`src/rtl/regfile_pkg.sv`:
```
// Shared constants and state encoding for the register-bank write arbiter.
package regfile_pkg;

    localparam int REG_COUNT      = 16;
    localparam int REG_ADDR_W     = 4;
    localparam int PC_INDEX       = 15;
    localparam int DEFAULT_DATA_W = 32;

    typedef enum logic {
        ST_IDLE  = 1'b0,
        ST_WRITE = 1'b1
    } state_e;

    function automatic logic pc_target(input logic [REG_ADDR_W-1:0] addr);
        return addr == REG_ADDR_W'(PC_INDEX);
    endfunction

endpackage

```
`src/rtl/regfile_write_arbiter_if.sv`:
```
// Requester-side bus and register-bank write port of the write arbiter.
// REGFILE_PC_PROTECT_EN adds the pc_viol pulse.
interface regfile_write_arbiter_if
    import regfile_pkg::*;
#(
    parameter int NUM_REQ = 4,
    parameter int DATA_W  = DEFAULT_DATA_W,
    parameter int ADDR_W  = REG_ADDR_W
);
    logic [NUM_REQ-1:0]        req;
    logic [NUM_REQ*ADDR_W-1:0] req_addr;
    logic [NUM_REQ*DATA_W-1:0] req_data;
    logic [NUM_REQ-1:0]        gnt;
    logic                      wr_en;
    logic [ADDR_W-1:0]         wr_addr;
    logic [DATA_W-1:0]         wr_data;
    logic                      busy;
`ifdef REGFILE_PC_PROTECT_EN
    logic                      pc_viol;

    modport master (output req, req_addr, req_data,
                    input  gnt, wr_en, wr_addr, wr_data, busy, pc_viol);
    modport slave  (input  req, req_addr, req_data,
                    output gnt, wr_en, wr_addr, wr_data, busy, pc_viol);
`else
    modport master (output req, req_addr, req_data,
                    input  gnt, wr_en, wr_addr, wr_data, busy);
    modport slave  (input  req, req_addr, req_data,
                    output gnt, wr_en, wr_addr, wr_data, busy);
`endif
endinterface

```
`src/rtl/regfile_write_arbiter_rr_pick.sv`:
```
// Round-robin picker: first eligible requester at or above rr_ptr, wrapping.
module rr_pick #(
    parameter int NUM_REQ = 4,
    parameter int IDX_W   = 2
) (
    input  logic [NUM_REQ-1:0] eligible,
    input  logic [IDX_W-1:0]   rr_ptr,
    output logic [IDX_W-1:0]   winner,
    output logic               valid
);

    // Scan offsets from the far end down so the nearest eligible index wins.
    always_comb begin
        winner = '0;
        valid  = 1'b0;
        for (int k = NUM_REQ - 1; k >= 0; k--) begin
            int               cand;
            logic [IDX_W-1:0] cand_i;
            cand   = int'(rr_ptr) + k;
            cand   = (cand >= NUM_REQ) ? (cand - NUM_REQ) : cand;
            cand_i = IDX_W'(cand);
            winner = eligible[cand_i] ? cand_i : winner;
            valid  = valid | eligible[cand_i];
        end
    end

endmodule

```
`src/rtl/regfile_write_arbiter.sv`:
```
// Round-robin arbiter for the single register-bank write port, registered write stage.
// Optional REGFILE_PC_PROTECT_EN blocks R15 writes from requesters other than 0.
module regfile_write_arbiter
    import regfile_pkg::*;
#(
    parameter int NUM_REQ = 4,
    parameter int DATA_W  = DEFAULT_DATA_W,
    parameter int ADDR_W  = REG_ADDR_W
) (
    input  logic                    clk,
    input  logic                    rst,
    regfile_write_arbiter_if.slave  bus
);

    localparam int IDX_W = (NUM_REQ > 1) ? $clog2(NUM_REQ) : 1;

    state_e              state_r;
    logic [IDX_W-1:0]    rr_ptr_r;
    logic [IDX_W-1:0]    gnt_idx_r;
    logic [NUM_REQ-1:0]  gnt_r;
    logic                wr_en_r;
    logic [ADDR_W-1:0]   wr_addr_r;
    logic [DATA_W-1:0]   wr_data_r;
    logic                busy_r;

    logic [NUM_REQ-1:0]  eligible_s;
    logic [IDX_W-1:0]    pick_win_s;
    logic                pick_valid_s;
    logic [NUM_REQ-1:0]  win_onehot_s;
    logic [ADDR_W-1:0]   sel_addr_s;
    logic [DATA_W-1:0]   sel_data_s;
    logic [IDX_W-1:0]    ptr_next_s;
    logic                blk_s;

    // The requester holding the grant still has req high, so it sits out this edge.
    assign eligible_s = bus.req & ~gnt_r;

    rr_pick #(
        .NUM_REQ (NUM_REQ),
        .IDX_W   (IDX_W)
    ) u_rr_pick (
        .eligible (eligible_s),
        .rr_ptr   (rr_ptr_r),
        .winner   (pick_win_s),
        .valid    (pick_valid_s)
    );

    // Select the winner's address/data and form its one-hot grant.
    always_comb begin
        sel_addr_s   = '0;
        sel_data_s   = '0;
        win_onehot_s = '0;
        for (int i = 0; i < NUM_REQ; i++) begin
            sel_addr_s      = (pick_win_s == IDX_W'(i)) ? bus.req_addr[i*ADDR_W +: ADDR_W] : sel_addr_s;
            sel_data_s      = (pick_win_s == IDX_W'(i)) ? bus.req_data[i*DATA_W +: DATA_W] : sel_data_s;
            win_onehot_s[i] = pick_valid_s && (pick_win_s == IDX_W'(i));
        end
    end

    assign ptr_next_s = (gnt_idx_r == IDX_W'(NUM_REQ - 1)) ? '0 : (gnt_idx_r + IDX_W'(1));

`ifdef REGFILE_PC_PROTECT_EN
    logic pc_viol_r;

    assign blk_s       = (pick_win_s != '0) && pc_target(sel_addr_s);
    assign bus.pc_viol = pc_viol_r;

    // Violation pulse accompanies the suppressed write's grant cycle.
    always_ff @(posedge clk or posedge rst) begin
        if (rst) begin
            pc_viol_r <= 1'b0;
        end else begin
            pc_viol_r <= pick_valid_s & blk_s;
        end
    end
`else
    assign blk_s = 1'b0;
`endif

    // Two-state write FSM with the registered grant/write stage.
    always_ff @(posedge clk or posedge rst) begin
        if (rst) begin
            state_r   <= ST_IDLE;
            rr_ptr_r  <= '0;
            gnt_idx_r <= '0;
            gnt_r     <= '0;
            wr_en_r   <= 1'b0;
            wr_addr_r <= '0;
            wr_data_r <= '0;
            busy_r    <= 1'b0;
        end else begin
            case (state_r)
                ST_IDLE: begin
                    state_r <= pick_valid_s ? ST_WRITE : ST_IDLE;
                end
                ST_WRITE: begin
                    rr_ptr_r <= ptr_next_s;
                    state_r  <= pick_valid_s ? ST_WRITE : ST_IDLE;
                end
                default: begin
                    state_r <= ST_IDLE;
                end
            endcase
            gnt_r   <= win_onehot_s;
            wr_en_r <= pick_valid_s & ~blk_s;
            busy_r  <= pick_valid_s;
            // Address/data hold their last value when no write is issued.
            if (pick_valid_s) begin
                gnt_idx_r <= pick_win_s;
                wr_addr_r <= sel_addr_s;
                wr_data_r <= sel_data_s;
            end else begin
                gnt_idx_r <= gnt_idx_r;
            end
        end
    end

    assign bus.gnt     = gnt_r;
    assign bus.wr_en   = wr_en_r;
    assign bus.wr_addr = wr_addr_r;
    assign bus.wr_data = wr_data_r;
    assign bus.busy    = busy_r;

endmodule

```
`src/flat_wrapper.sv`:
```
// flat-port wrapper written by rule: the top's interface ports become plain ports
module regfile_write_arbiter_flat import regfile_pkg::*;
#(
    parameter int NUM_REQ = 4,
    parameter int DATA_W  = DEFAULT_DATA_W,
    parameter int ADDR_W  = REG_ADDR_W
)
  (clk, rst, bus_req, bus_req_addr, bus_req_data, bus_gnt, bus_wr_en, bus_wr_addr, bus_wr_data, bus_busy);
  regfile_write_arbiter_if #(.NUM_REQ(NUM_REQ), .DATA_W(DATA_W), .ADDR_W(ADDR_W)) bus_i ();
  input  logic clk;
  input  logic rst;
  input wire logic [$bits(bus_i.req)-1:0] bus_req;
  input wire logic [$bits(bus_i.req_addr)-1:0] bus_req_addr;
  input wire logic [$bits(bus_i.req_data)-1:0] bus_req_data;
  output wire logic [$bits(bus_i.gnt)-1:0] bus_gnt;
  output wire logic [$bits(bus_i.wr_en)-1:0] bus_wr_en;
  output wire logic [$bits(bus_i.wr_addr)-1:0] bus_wr_addr;
  output wire logic [$bits(bus_i.wr_data)-1:0] bus_wr_data;
  output wire logic [$bits(bus_i.busy)-1:0] bus_busy;
  assign bus_i.req = bus_req;
  assign bus_i.req_addr = bus_req_addr;
  assign bus_i.req_data = bus_req_data;
  assign bus_gnt = bus_i.gnt;
  assign bus_wr_en = bus_i.wr_en;
  assign bus_wr_addr = bus_i.wr_addr;
  assign bus_wr_data = bus_i.wr_data;
  assign bus_busy = bus_i.busy;
  regfile_write_arbiter #(.NUM_REQ(NUM_REQ), .DATA_W(DATA_W), .ADDR_W(ADDR_W)) u_core (.clk(clk), .rst(rst), .bus(bus_i));
endmodule
```
`config.mk`:
```
export PLATFORM = sky130hd
export DESIGN_NAME = regfile_write_arbiter_flat
export DESIGN_NICKNAME = d
export VERILOG_FILES = /design/src/rtl/regfile_pkg.sv /design/src/rtl/regfile_write_arbiter_if.sv /design/src/rtl/regfile_write_arbiter_rr_pick.sv /design/src/rtl/regfile_write_arbiter.sv /design/src/flat_wrapper.sv
export SDC_FILE = /design/constraint.sdc
export NUM_CORES = 1
export LEC_CHECK = 0
export CAP_MARGIN = 20
export CORE_MARGIN = 2
export CORE_UTILIZATION = 36
export DETAILED_ROUTE_END_ITERATION = 10
export HOLD_SLACK_MARGIN = 0.02
export MAX_ROUTING_LAYER = met4
export PLACE_DENSITY = 0.86
export SYNTH_ARGS = -nofsm -noshare
export SYNTH_HDL_FRONTEND = slang
export SYNTH_SLANG_ARGS = --single-unit
export TNS_END_PERCENT = 5
```
`constraint.sdc`:
```
create_clock -name clk -period 1.8 [get_ports clk]
set_input_delay 0.54 -clock clk [delete_from_list [all_inputs] [get_ports clk]]
set_output_delay 0.54 -clock clk [all_outputs]
set_load 0.02 [all_outputs]
```
==> impl_metrics.json <==
{
  "status": "complete, but fails checks",
  "violations": "setup timing",
  "rrSetupSlack_ns": -0.07,
  "finalWeightedCongestion": 0.871,
  "rr_worst_depth": 7,
  "synth_area_sq_um": 2890,
  "yosysMostFrequentCell": "mux2i_1",
  "path_cells": "nand2b_1, a21o_1, a211oi_4, buf_6, nor2_4, buf_6, a221oi_2",
  "die_h_um": 93.7,
  "holdPathEnd": "u_core.bus.wr_addr[2]",
  "track_usage_pct": 25.1,
  "skew_ns": 0.00460,
  "antenna_found_initial": 0,
  "clkSlewWorstSetupHoldPaths_ns": 0.08,
  "fin_util_pct": 72.6,
  "path_class": "reg -> reg",
  "synth_flop_cell": "dfrtp_1",
  "crit_fanout": 7,
  "synthTopCellsByCount": "mux2i_1, dfrtp_1, nor2_1",
  "grt.overflow.total": 0,
  "synth_top_family_by_area": "multiplexers",
  "port_buffers": 191,
  "synthToLayoutAreaGrowth_pct": 94.9,
  "period_needed_ns": 1.87,
  "post-dp-hpwl_mm": 7.66,
  "cts_sinks": 45,
  "num_vias": 2976,
  "cts_tree": "yes",
  "crit_required_ns": 1.99,
  "finalNetCount": 623,
  "grt_max_degree": 34,
  "rr_endpoint": "u_core.bus.wr_data[8]",
  "synthArstFlopShare_pct": 100,
  "fmax_mhz": 535,
  "arrival_ns": 2.06,
  "setup.worst_path.start": "u_core.bus.gnt[1]",
  "numCtsBuffers": 5,
  "grt_pass1_wl_mm": 16.7,
  "reg2reg_from": "u_core.bus.gnt[1]",
  "hold_viol_final": 0,
  "critPathTopFamily": "compound AO/OA/AOI/OAI gates",
  "powerDensity_nw_per_um2": 1620,
  "die_w_um": 93.7,
  "irDropWorstVdd_uv": 979,
  "wirelength_mm": 10.7,
  "hold_class": "reg -> reg",
  "clock_path_buffers": 2,
  "worst_skew_pair.late_latency_ns": 0.28,
  "setup_viol": 33,
  "synth_top_area_share_pct": 38.9,
  "synthCells": 253,
  "syn_area_per_cell_sq_um": 11.4,
  "synth_adder_area_share_pct": 0.432,
  "syn-num-nets": 404,
  "ant_nets": 0,
  "cap_violations": 0,
  "synth_compound_area_share_pct": 18.2,
  "synth_edf_count": 0,
  "rsz0062_at_grt": "true",
  "synth_simple_gate_area_share_pct": 11.8,
  "ioPinCount": 192,
  "fin_crit_sh_pct": 104,
  "post_synth_xor_area_fraction_pct": 0,
  "worstHoldStart": "u_core.bus.wr_addr[2]",
  "ys_ff_latch": 45,
  "path_buf_inv": 2,
  "synth_mux_area_share_pct": 23.6,
  "total_power_mw": 9.16,
  "cp.depth": 7,
  "dieArea_sq_um": 8770,
  "first_iter_violations": 52,
  "yosysUniqueCellTypes": 32,
  "synth_top_cell_by_area": "dfrtp_1",
  "worstHoldPathCells": 2,
  "fillers": 574,
  "cts_max_level": 2,
  "slowest_stage": "dfrtp_1",
  "drive_gt1_share_pct": 24.7,
  "slowest_delay_ns": 0.41,
  "leakage_nw": 2.41,
  "report.final.slew_viol_count": 0,
  "rows": 32,
  "start_util_pct": 37.3,
  "tightest_slew_ns": 0.360,
  "grt_pass1_vias": 3346,
  "end_kind": "register",
  "maxSlewHeadroom_pct": 76.0,
  "vias_per_cell": 5.18,
  "diodes": 0,
  "yosysSeqAreaShare_pct": 38.9,
  "drt_pass1_iterations": 4,
  "cpMostUsedCell": "buf_6",
  "worst_setup_path_start_kind": "register",
  "core_sq_um": 7770,
  "ys_warn_count": 0,
  "yosys-top-cells-area": "dfrtp_1, mux2i_1, a221oi_2",
  "layout_setup_ws_ns": -0.0698,
  "wire_per_inst_um": 18.7,
  "clockRootBuffer": "clkbuf_8",
  "drc": 0
}
## power by group
part	internal (mW)	switching (mW)	total, mW	leakage, nW
sequential	1.54	0.328	1.87	0.521
clock	0.453	0.331	0.784	0.0585
combinational	3.42	3.08	6.51	1.83
total	5.42	3.74	9.16	2.41
## area by class of cell
| type | instances | area (sq um) | area share, % |
|---|---|---|---|
| multi-input cells | 185 | 1790 | 31.7 |
| clock inverters | 1 | 30.0 | 0.532 |
| flip-flops and latches | 45 | 1130 | 20.0 |
| clock buffers | 7 | 86.3 | 1.53 |
| repair buffers | 233 | 2470 | 43.8 |
| well taps | 102 | 128 | 2.26 |
| inverters | 2 | 7.51 | 0.133 |
## worst max-delay path by stage
stage	to	slack, ns
2_1_floorplan	u_core.bus.wr_addr[2]	-0.03
3_3_place_gp	u_core.bus.wr_data[27]	-0.95
3_5_place_dp	u_core.bus.wr_data[29]	-1.03
4_1_cts	u_core.bus.wr_data[21]	-0.04
5_1_grt	u_core.bus.wr_data[1]	-0.13
6_report	u_core.bus.wr_data[8]	-0.07
## kinds of logic after synthesis
family	after synthesis
AOI/OAI and AO/OA	44
and+or+nand+nor	70
adders and majority gates	1
DFF	45
buffers and inverters	25
muxes	68
## worst min-delay path: cells and delay by family (launching register included)
family	cells	cell delay [ns]
AO/OA/AOI/OAI	1	0.06
flip-flops	1	0.35
AND/OR/NAND/NOR	1	0.05
## state kept, by name (all words and copies together), names as in the netlist
register,cells
u_core.bus.wr_data,32
u_core.bus.gnt,4
u_core.bus.wr_addr,4
u_core.gnt_idx_r,2
u_core.rr_ptr_r,2
u_core.state_r,1
## layer usage
layer	vias to the layer above	track usage, %	wire, um
met5	-	-	0
met4	0	6.28	161
met1	1444	27.0	4010
met3	14	5.30	704
li1	1393	-	-
met2	125	46.9	5850
## timing repair
item,4_1_cts,5_1_grt
cloned,5,1
endpoints found under the setup margin,75,48
gates resized for setup,94,21
pin swaps,23,8
setup buffers,13,2
hold buffers,0,0
## per-stage QoR
step / setup slack, ns / cells / instance area, sq um / TNS, ns / hold slack [ns]
floorplan: -0.0267 / 253 / 2900 / -0.0970 / 0.454
global placement: -0.951 / 546 / 4990 / -34.61 / 0.468
detailed placement: -1.03 / 546 / 4990 / -36.96 / 0.483
CTS: -0.0382 / 572 / 5540 / -0.293 / 0.501
global route: -0.127 / 575 / 5640 / -2.86 / 0.518
finish: -0.0698 / 575 / 5640 / -0.889 / 0.491
## layout by cell type, fill, tap and decap left out, types with 2 or more instances in the layout
master and instances:
nand2_1 8, buf_12 11, dlygate4sd2_1 34, buf_16 3, buf_6 12, buf_4 14
a221oi_2 29, nand2b_1 3, dlymetal6s2s_1 10, mux2i_2 16, dfrtp_1 43, nor3_1 2
o2111ai_1 7, a21o_1 3, dfrtp_2 2, nor2_1 31, clkbuf_8 6, nor2b_4 2
nand2b_4 2, mux2i_1 49, and2_1 2, clkdlybuf4s50_1 145, mux2_2 2, nand3b_1 7
nor2_4 3, nand3_1 6
(Power assumes the default switching activity.)
